[src/rtl/sqrt_rr_arbiter_if.sv]
// Bundles the requester and square-root unit signals of sqrt_rr_arbiter.
// master = arbiter side, slave = requesters plus square-root unit.
interface sqrt_rr_arbiter_if #(
  parameter int unsigned NREQ = 4,
  parameter int unsigned DW   = 20,
  parameter int unsigned RW   = 10
);
  logic [NREQ-1:0]    req;
  logic [NREQ*DW-1:0] req_data;
  logic [NREQ-1:0]    gnt;
  logic [NREQ-1:0]    rsp_valid;
  logic [RW-1:0]      rsp_data;
  logic               rsp_err;
  logic               busy;
  logic [1:0]         arb_state;
  logic               sqrt_start;
  logic [DW-1:0]      sqrt_data_in;
  logic               sqrt_done;
  logic [RW-1:0]      sqrt_data_out;

  modport master (
    input  req, req_data, sqrt_done, sqrt_data_out,
    output gnt, rsp_valid, rsp_data, rsp_err, busy, arb_state,
           sqrt_start, sqrt_data_in
  );

  modport slave (
    output req, req_data, sqrt_done, sqrt_data_out,
    input  gnt, rsp_valid, rsp_data, rsp_err, busy, arb_state,
           sqrt_start, sqrt_data_in
  );
endinterface

[src/rtl/sqrt_rr_arbiter.sv]
// Round-robin sequencer sharing one square-root unit among NREQ requesters,
// with a watchdog that aborts a response if the unit never signals done.
module sqrt_rr_arbiter #(
  parameter int unsigned NREQ    = 4,
  parameter int unsigned DW      = 20,
  parameter int unsigned RW      = 10,
  parameter int unsigned TIMEOUT = 64
) (
  input  logic                clk,
  input  logic                rst,
  sqrt_rr_arbiter_if.master   bus
);
  localparam int unsigned PW = (NREQ > 1) ? $clog2(NREQ) : 1;
  localparam int unsigned CW = $clog2(TIMEOUT) + 1;

  typedef enum logic [1:0] {
    IDLE   = 2'd0,
    LAUNCH = 2'd1,
    WAIT   = 2'd2,
    RESP   = 2'd3
  } state_e;

  state_e          state_q, state_d;
  logic [PW-1:0]   ptr_q, ptr_d;
  logic [PW-1:0]   owner_q, owner_d;
  logic [CW-1:0]   wdog_q, wdog_d;
  logic [NREQ-1:0] gnt_q, gnt_d;
  logic [NREQ-1:0] rsp_valid_q, rsp_valid_d;
  logic [RW-1:0]   rsp_data_q, rsp_data_d;
  logic            rsp_err_q, rsp_err_d;
  logic            busy_q, busy_d;
  logic            start_q, start_d;
  logic [DW-1:0]   sqrt_data_in_q, sqrt_data_in_d;

  logic [PW-1:0]   sel_c;
  logic [PW-1:0]   idx_c;
  logic            found_c;

  // First pending requester at or after the pointer, wrapping modulo NREQ.
  always_comb begin
    sel_c   = ptr_q;
    idx_c   = ptr_q;
    found_c = 1'b0;
    for (int unsigned i = 0; i < NREQ; i++) begin
      idx_c = PW'((32'(ptr_q) + i) % NREQ);
      if (!found_c && bus.req[idx_c]) begin
        sel_c   = idx_c;
        found_c = 1'b1;
      end
    end
  end

  always_comb begin
    state_d        = state_q;
    ptr_d          = ptr_q;
    owner_d        = owner_q;
    wdog_d         = wdog_q;
    gnt_d          = '0;
    rsp_valid_d    = '0;
    rsp_data_d     = rsp_data_q;
    rsp_err_d      = 1'b0;
    start_d        = 1'b0;
    sqrt_data_in_d = sqrt_data_in_q;

    case (state_q)
      IDLE: begin
        if (found_c) begin
          owner_d        = sel_c;
          sqrt_data_in_d = bus.req_data[32'(sel_c) * DW +: DW];
          gnt_d          = NREQ'(1) << sel_c;
          start_d        = 1'b1;
          state_d        = LAUNCH;
        end
      end
      LAUNCH: begin
        wdog_d  = '0;
        state_d = WAIT;
      end
      WAIT: begin
        wdog_d = wdog_q + CW'(1);
        // A done seen with the watchdog still at 0 is left over from the previous operation.
        if (bus.sqrt_done && (wdog_q != '0)) begin
          rsp_data_d  = bus.sqrt_data_out;
          rsp_err_d   = 1'b0;
          rsp_valid_d = NREQ'(1) << owner_q;
          state_d     = RESP;
        end else if (wdog_q == CW'(TIMEOUT - 1)) begin
          rsp_data_d  = '0;
          rsp_err_d   = 1'b1;
          rsp_valid_d = NREQ'(1) << owner_q;
          state_d     = RESP;
        end
      end
      RESP: begin
        ptr_d   = (owner_q == PW'(NREQ - 1)) ? '0 : owner_q + PW'(1);
        state_d = IDLE;
      end
      default: state_d = IDLE;
    endcase

    busy_d = (state_d != IDLE);
  end

  always_ff @(posedge clk or posedge rst) begin
    if (rst) begin
      state_q        <= IDLE;
      ptr_q          <= '0;
      owner_q        <= '0;
      wdog_q         <= '0;
      gnt_q          <= '0;
      rsp_valid_q    <= '0;
      rsp_data_q     <= '0;
      rsp_err_q      <= 1'b0;
      busy_q         <= 1'b0;
      start_q        <= 1'b0;
      sqrt_data_in_q <= '0;
    end else begin
      state_q        <= state_d;
      ptr_q          <= ptr_d;
      owner_q        <= owner_d;
      wdog_q         <= wdog_d;
      gnt_q          <= gnt_d;
      rsp_valid_q    <= rsp_valid_d;
      rsp_data_q     <= rsp_data_d;
      rsp_err_q      <= rsp_err_d;
      busy_q         <= busy_d;
      start_q        <= start_d;
      sqrt_data_in_q <= sqrt_data_in_d;
    end
  end

  assign bus.gnt          = gnt_q;
  assign bus.rsp_valid    = rsp_valid_q;
  assign bus.rsp_data     = rsp_data_q;
  assign bus.rsp_err      = rsp_err_q;
  assign bus.busy         = busy_q;
  assign bus.arb_state    = state_q;
  assign bus.sqrt_start   = start_q;
  assign bus.sqrt_data_in = sqrt_data_in_q;
endmodule
[src/flat_wrapper.sv]
// flat-port wrapper written by rule: the top's interface ports become plain ports
module sqrt_rr_arbiter_flat 
#(
  parameter int unsigned NREQ    = 4,
  parameter int unsigned DW      = 20,
  parameter int unsigned RW      = 10,
  parameter int unsigned TIMEOUT = 64
)
  (clk, rst, bus_req, bus_req_data, bus_sqrt_done, bus_sqrt_data_out, bus_gnt, bus_rsp_valid, bus_rsp_data, bus_rsp_err, bus_busy, bus_arb_state, bus_sqrt_start, bus_sqrt_data_in);
  sqrt_rr_arbiter_if #(.NREQ(NREQ), .DW(DW), .RW(RW)) bus_i ();
  input  logic clk;
  input  logic rst;
  input wire logic [$bits(bus_i.req)-1:0] bus_req;
  input wire logic [$bits(bus_i.req_data)-1:0] bus_req_data;
  input wire logic [$bits(bus_i.sqrt_done)-1:0] bus_sqrt_done;
  input wire logic [$bits(bus_i.sqrt_data_out)-1:0] bus_sqrt_data_out;
  output wire logic [$bits(bus_i.gnt)-1:0] bus_gnt;
  output wire logic [$bits(bus_i.rsp_valid)-1:0] bus_rsp_valid;
  output wire logic [$bits(bus_i.rsp_data)-1:0] bus_rsp_data;
  output wire logic [$bits(bus_i.rsp_err)-1:0] bus_rsp_err;
  output wire logic [$bits(bus_i.busy)-1:0] bus_busy;
  output wire logic [$bits(bus_i.arb_state)-1:0] bus_arb_state;
  output wire logic [$bits(bus_i.sqrt_start)-1:0] bus_sqrt_start;
  output wire logic [$bits(bus_i.sqrt_data_in)-1:0] bus_sqrt_data_in;
  assign bus_i.req = bus_req;
  assign bus_i.req_data = bus_req_data;
  assign bus_i.sqrt_done = bus_sqrt_done;
  assign bus_i.sqrt_data_out = bus_sqrt_data_out;
  assign bus_gnt = bus_i.gnt;
  assign bus_rsp_valid = bus_i.rsp_valid;
  assign bus_rsp_data = bus_i.rsp_data;
  assign bus_rsp_err = bus_i.rsp_err;
  assign bus_busy = bus_i.busy;
  assign bus_arb_state = bus_i.arb_state;
  assign bus_sqrt_start = bus_i.sqrt_start;
  assign bus_sqrt_data_in = bus_i.sqrt_data_in;
  sqrt_rr_arbiter #(.NREQ(NREQ), .DW(DW), .RW(RW), .TIMEOUT(TIMEOUT)) u_core (.clk(clk), .rst(rst), .bus(bus_i));
endmodule
[config.mk]
export PLATFORM = sky130hd
export DESIGN_NAME = sqrt_rr_arbiter_flat
export DESIGN_NICKNAME = d
export VERILOG_FILES = /design/src/rtl/sqrt_rr_arbiter_if.sv /design/src/rtl/sqrt_rr_arbiter.sv /design/src/flat_wrapper.sv
export SDC_FILE = /design/constraint.sdc
export NUM_CORES = 1
export LEC_CHECK = 0
export BUFFER_PORTS_ARGS = -buffer_cell sky130_fd_sc_hd__buf_2
export CORE_ASPECT_RATIO = 0.7
export CORE_MARGIN = 2
export CORE_UTILIZATION = 50
export DETAILED_ROUTE_END_ITERATION = 6
export PLACE_DENSITY = 0.89
export SETUP_SLACK_MARGIN = 0.2
export SLEW_MARGIN = 20
export SYNTH_ARGS = -nofsm -noshare
export SYNTH_HDL_FRONTEND = slang
export SYNTH_SLANG_ARGS = --single-unit
[constraint.sdc]
create_clock -name clk -period 3.1 [get_ports clk]
set_input_delay 0.31 -clock clk [delete_from_list [all_inputs] [get_ports clk]]
set_output_delay 0.31 -clock clk [all_outputs]
set_load 0.01 [all_outputs]
==> results.sh <==
export IMPL_status="completed"
export IMPL_ir_drop_mv=0.407
export IMPL_grt_pass1_wl_um=11400
export IMPL_std_cell_rows=23
export IMPL_nets=536
export IMPL_num_vias=2791
export IMPL_finalCriticalPeriod_ps=2430
export IMPL_dieArea_um2=6460
export IMPL_worst_slew_pin_slew_ps=979
export IMPL_postCtsHoldBufs=0
export IMPL_dp_hpwl_um=5870
export IMPL_synthTopCellsByArea="dfrtp_1 46%, a211oi_1 10%, mux2i_1 7.2%, inv_1 4.4%, a31oi_1 4.3%"
export IMPL_cts_setup_buffers=0
export IMPL_synth_edf_count=0
export IMPL_wl_per_cell_um=15.4
export IMPL_cts_resized=0
export IMPL_powerDensity_nw_per_um2=858
export IMPL_htreeDepth=2
export IMPL_worstPathArrival_ps=2640
export IMPL_finalPower_mw=3.22
export IMPL_io_pins=140
export IMPL_synth_cell_type_count=39
export IMPL_slew_violations=0
export IMPL_synth_warnings=0
export IMPL_yosys_top_cells_count="54 x dfrtp_1, 40 x a211oi_1, 34 x inv_1"
export IMPL_synthesis_area_um2=2910
export IMPL_cts_tree="done"
export IMPL_start_kind="flip-flop"
export IMPL_port_buffers=139
export IMPL_fill_cells=477
export IMPL_ant_nets=0
export IMPL_grt_usage_pct=22.5
export IMPL_path_clk_slew_ps=110
export IMPL_fin_crit_sh_pct=78.4
export IMPL_async_flop_share_pct=100
export IMPL_critPathRequiredTime_ps=3300
export IMPL_root_buffer="clkbuf_8"
export IMPL_synth_seq_cells=54
export IMPL_drc=0
export IMPL_hold_viol=0
export IMPL_start_util_pct=51.4
export IMPL_cts_path_max_buffers=2
export IMPL_hold_slack_ps=79.9
export IMPL_setup_tns_ps=0
export IMPL_hold_path_class="in -> async"
export IMPL_clock_skew_ps=13.8
export IMPL_cap_viol_max_count=0
export IMPL_syn_avg_cell_area_um2=9.77
export IMPL_place_congestion=0.813
export IMPL_max_freq_ghz=0.411
export IMPL_core_um2=5670
export IMPL_drtIter0Drc=154
export IMPL_grt_antenna_before_repair=0
export IMPL_p_leak_nw=1.93
export IMPL_grt_ovfl_total=0
export IMPL_rsz0062_at_grt="false"
export IMPL_diodes=0
export IMPL_synthesis_nets=404
export IMPL_syn_to_final_growth_pct=28.7
export IMPL_ys_seq_area_share_pct=46.4
export IMPL_via_per_inst=5.52
export IMPL_endpoint_kind="flip-flop"
export IMPL_crit_start="u_core.ptr_q[1]$_DFFE_PP0N_"
export IMPL_reg2reg_from="u_core.ptr_q[1]$_DFFE_PP0N_"
export IMPL_yosys_cell_count_top_type="dfrtp_1"
export IMPL_die_height_um=67.9
export IMPL_drive_gt1_share_pct=37.4
export IMPL_critPathMaxFanout=42
export IMPL_wirelength_um=7810
export IMPL_worst_setup_path_type="reg -> reg"
export IMPL_worstSkewPairLatency_ps=310
export IMPL_cts_made_buffers=5
export IMPL_grt_start_max_net_pins=55
export IMPL_synth_cells=298
export IMPL_die_w_um=95.2
export IMPL_reg2reg_depth=6
export IMPL_yosysTopAreaCell="dfrtp_1"
export IMPL_slew_headroom_pct=34.7
export IMPL_synthFlopType="dfrtp_1"
export IMPL_final_setup_viol_count=0
export IMPL_grt_pass1_vias=2582
export IMPL_firstDrtPassIters=4
export IMPL_synth_top_cell_area_share_pct=46.4
export IMPL_cts_sinks=54
-- through the flow --
| step | worst slack, ps | instance area [um^2] | instances | utilization (%) |
|---|---|---|---|---|
| 6_report | 668 | 3750 | 506 | 66.1 |
| 4_1_cts | 666 | 3750 | 506 | 66.1 |
| 3_5_place_dp | 594 | 3650 | 498 | 64.5 |
| 2_1_floorplan | 1130 | 2910 | 298 | - |
| 3_3_place_gp | 769 | 3650 | 498 | 64.4 |
| 5_1_grt | 482 | 3750 | 506 | 66.1 |
-- per-layer routing --
layer  GRT usage [%]  vias up  share of wire, %
met3            3.19        8               5.7
met1            28.6     1344                43
li1                -     1338                 -
met4            5.25        0              0.87
met5               0        -                 0
met2            41.0      101                51
-- flip-flops by register name, summed over array words and instances, names as in the netlist --
register / cells
u_core.bus.sqrt_data_in: 20
u_core.ptr_q: 2
u_core.bus.arb_state: 2
u_core.bus.sqrt_start: 1
u_core.owner_q: 2
u_core.bus.rsp_data: 10
u_core.bus.rsp_valid: 4
u_core.bus.rsp_err: 1
u_core.bus.busy: 1
u_core.wdog_q: 7
u_core.bus.gnt: 4
-- cells in the final DEF (no fill, tap or decap), types with 2 or more instances in the layout --
| cell | Yosys | layout |
|---|---|---|
| buf_2 | 5 | 139 |
| dfrtp_1 | 54 | 54 |
| a211oi_1 | 40 | 40 |
| inv_1 | 34 | 33 |
| nor2_1 | 32 | 32 |
| mux2i_1 | 21 | 21 |
| a31oi_1 | 20 | 20 |
| a22o_1 | 10 | 10 |
| nand2_1 | 9 | 9 |
| ha_1 | 9 | 9 |
| o21ai_0 | 8 | 8 |
| buf_4 | 2 | 6 |
| clkbuf_8 | 0 | 5 |
| nor2b_1 | 4 | 4 |
| nand3_1 | 4 | 4 |
| o21bai_1 | 3 | 3 |
| and3_1 | 4 | 3 |
| mux2_2 | 2 | 2 |
| o31ai_1 | 2 | 2 |
| nor3b_1 | 2 | 2 |
| nor3_1 | 2 | 2 |
| o32a_1 | 2 | 2 |
| inv_6 | 0 | 2 |
-- path summary, 6_finish.rpt --
| check | to | slack (ps) |
|---|---|---|
| min in group clk | u_core.bus.rsp_data[3]$_DFFE_PP0P_ | 200 |
| max in group asynchronous | u_core.bus.sqrt_data_in[4]$_DFFE_PP0P_ | 2580 |
| min reg2reg | u_core.bus.rsp_data[4]$_DFFE_PP0P_ | 510 |
| min | u_core.bus.rsp_valid[3]$_DFF_PP0_ | 80 |
| max reg2reg | u_core.bus.sqrt_data_in[12]$_DFFE_PP0P_ | 670 |
| max | u_core.bus.sqrt_data_in[12]$_DFFE_PP0P_ | 670 |
-- logic make-up after synthesis --
kind of cell / after synthesis / share of synthesized area (%)
flops: 54 / 46.4
compound gates: 97 / 24.6
simple gates: 60 / 9.32
mux: 23 / 7.99
buf+inv: 55 / 7.82
fa+ha+maj: 9 / 3.87
-- power breakdown --
part	leakage, nW	switching [mW]	internal (mW)	total, mW
logic	1.22	0.962	0.695	1.66
clock network	0.0491	0.247	0.167	0.414
registers	0.663	0.164	0.982	1.15
-- layout make-up --
cell class / instances / area (um^2) / share of cell area [%]
clock buffer: 5 / 68.8 / 1.84
clock inverter: 3 / 26.3 / 0.701
inverter: 35 / 134 / 3.57
multi-input combinational: 189 / 1340 / 35.6
sequential: 54 / 1350 / 36.0
tap: 75 / 93.8 / 2.50
timing repair buffer: 145 / 741 / 19.8
-- critical path, stage by stage (launching register included) --
cell and delay [ps]:
dfrtp_1 450, a21boi_1 90, o21bai_1 120, buf_4 250, and3_2 870, a211oi_1 190
a211oi_1 340
Power figures use the tool's default switching activity.
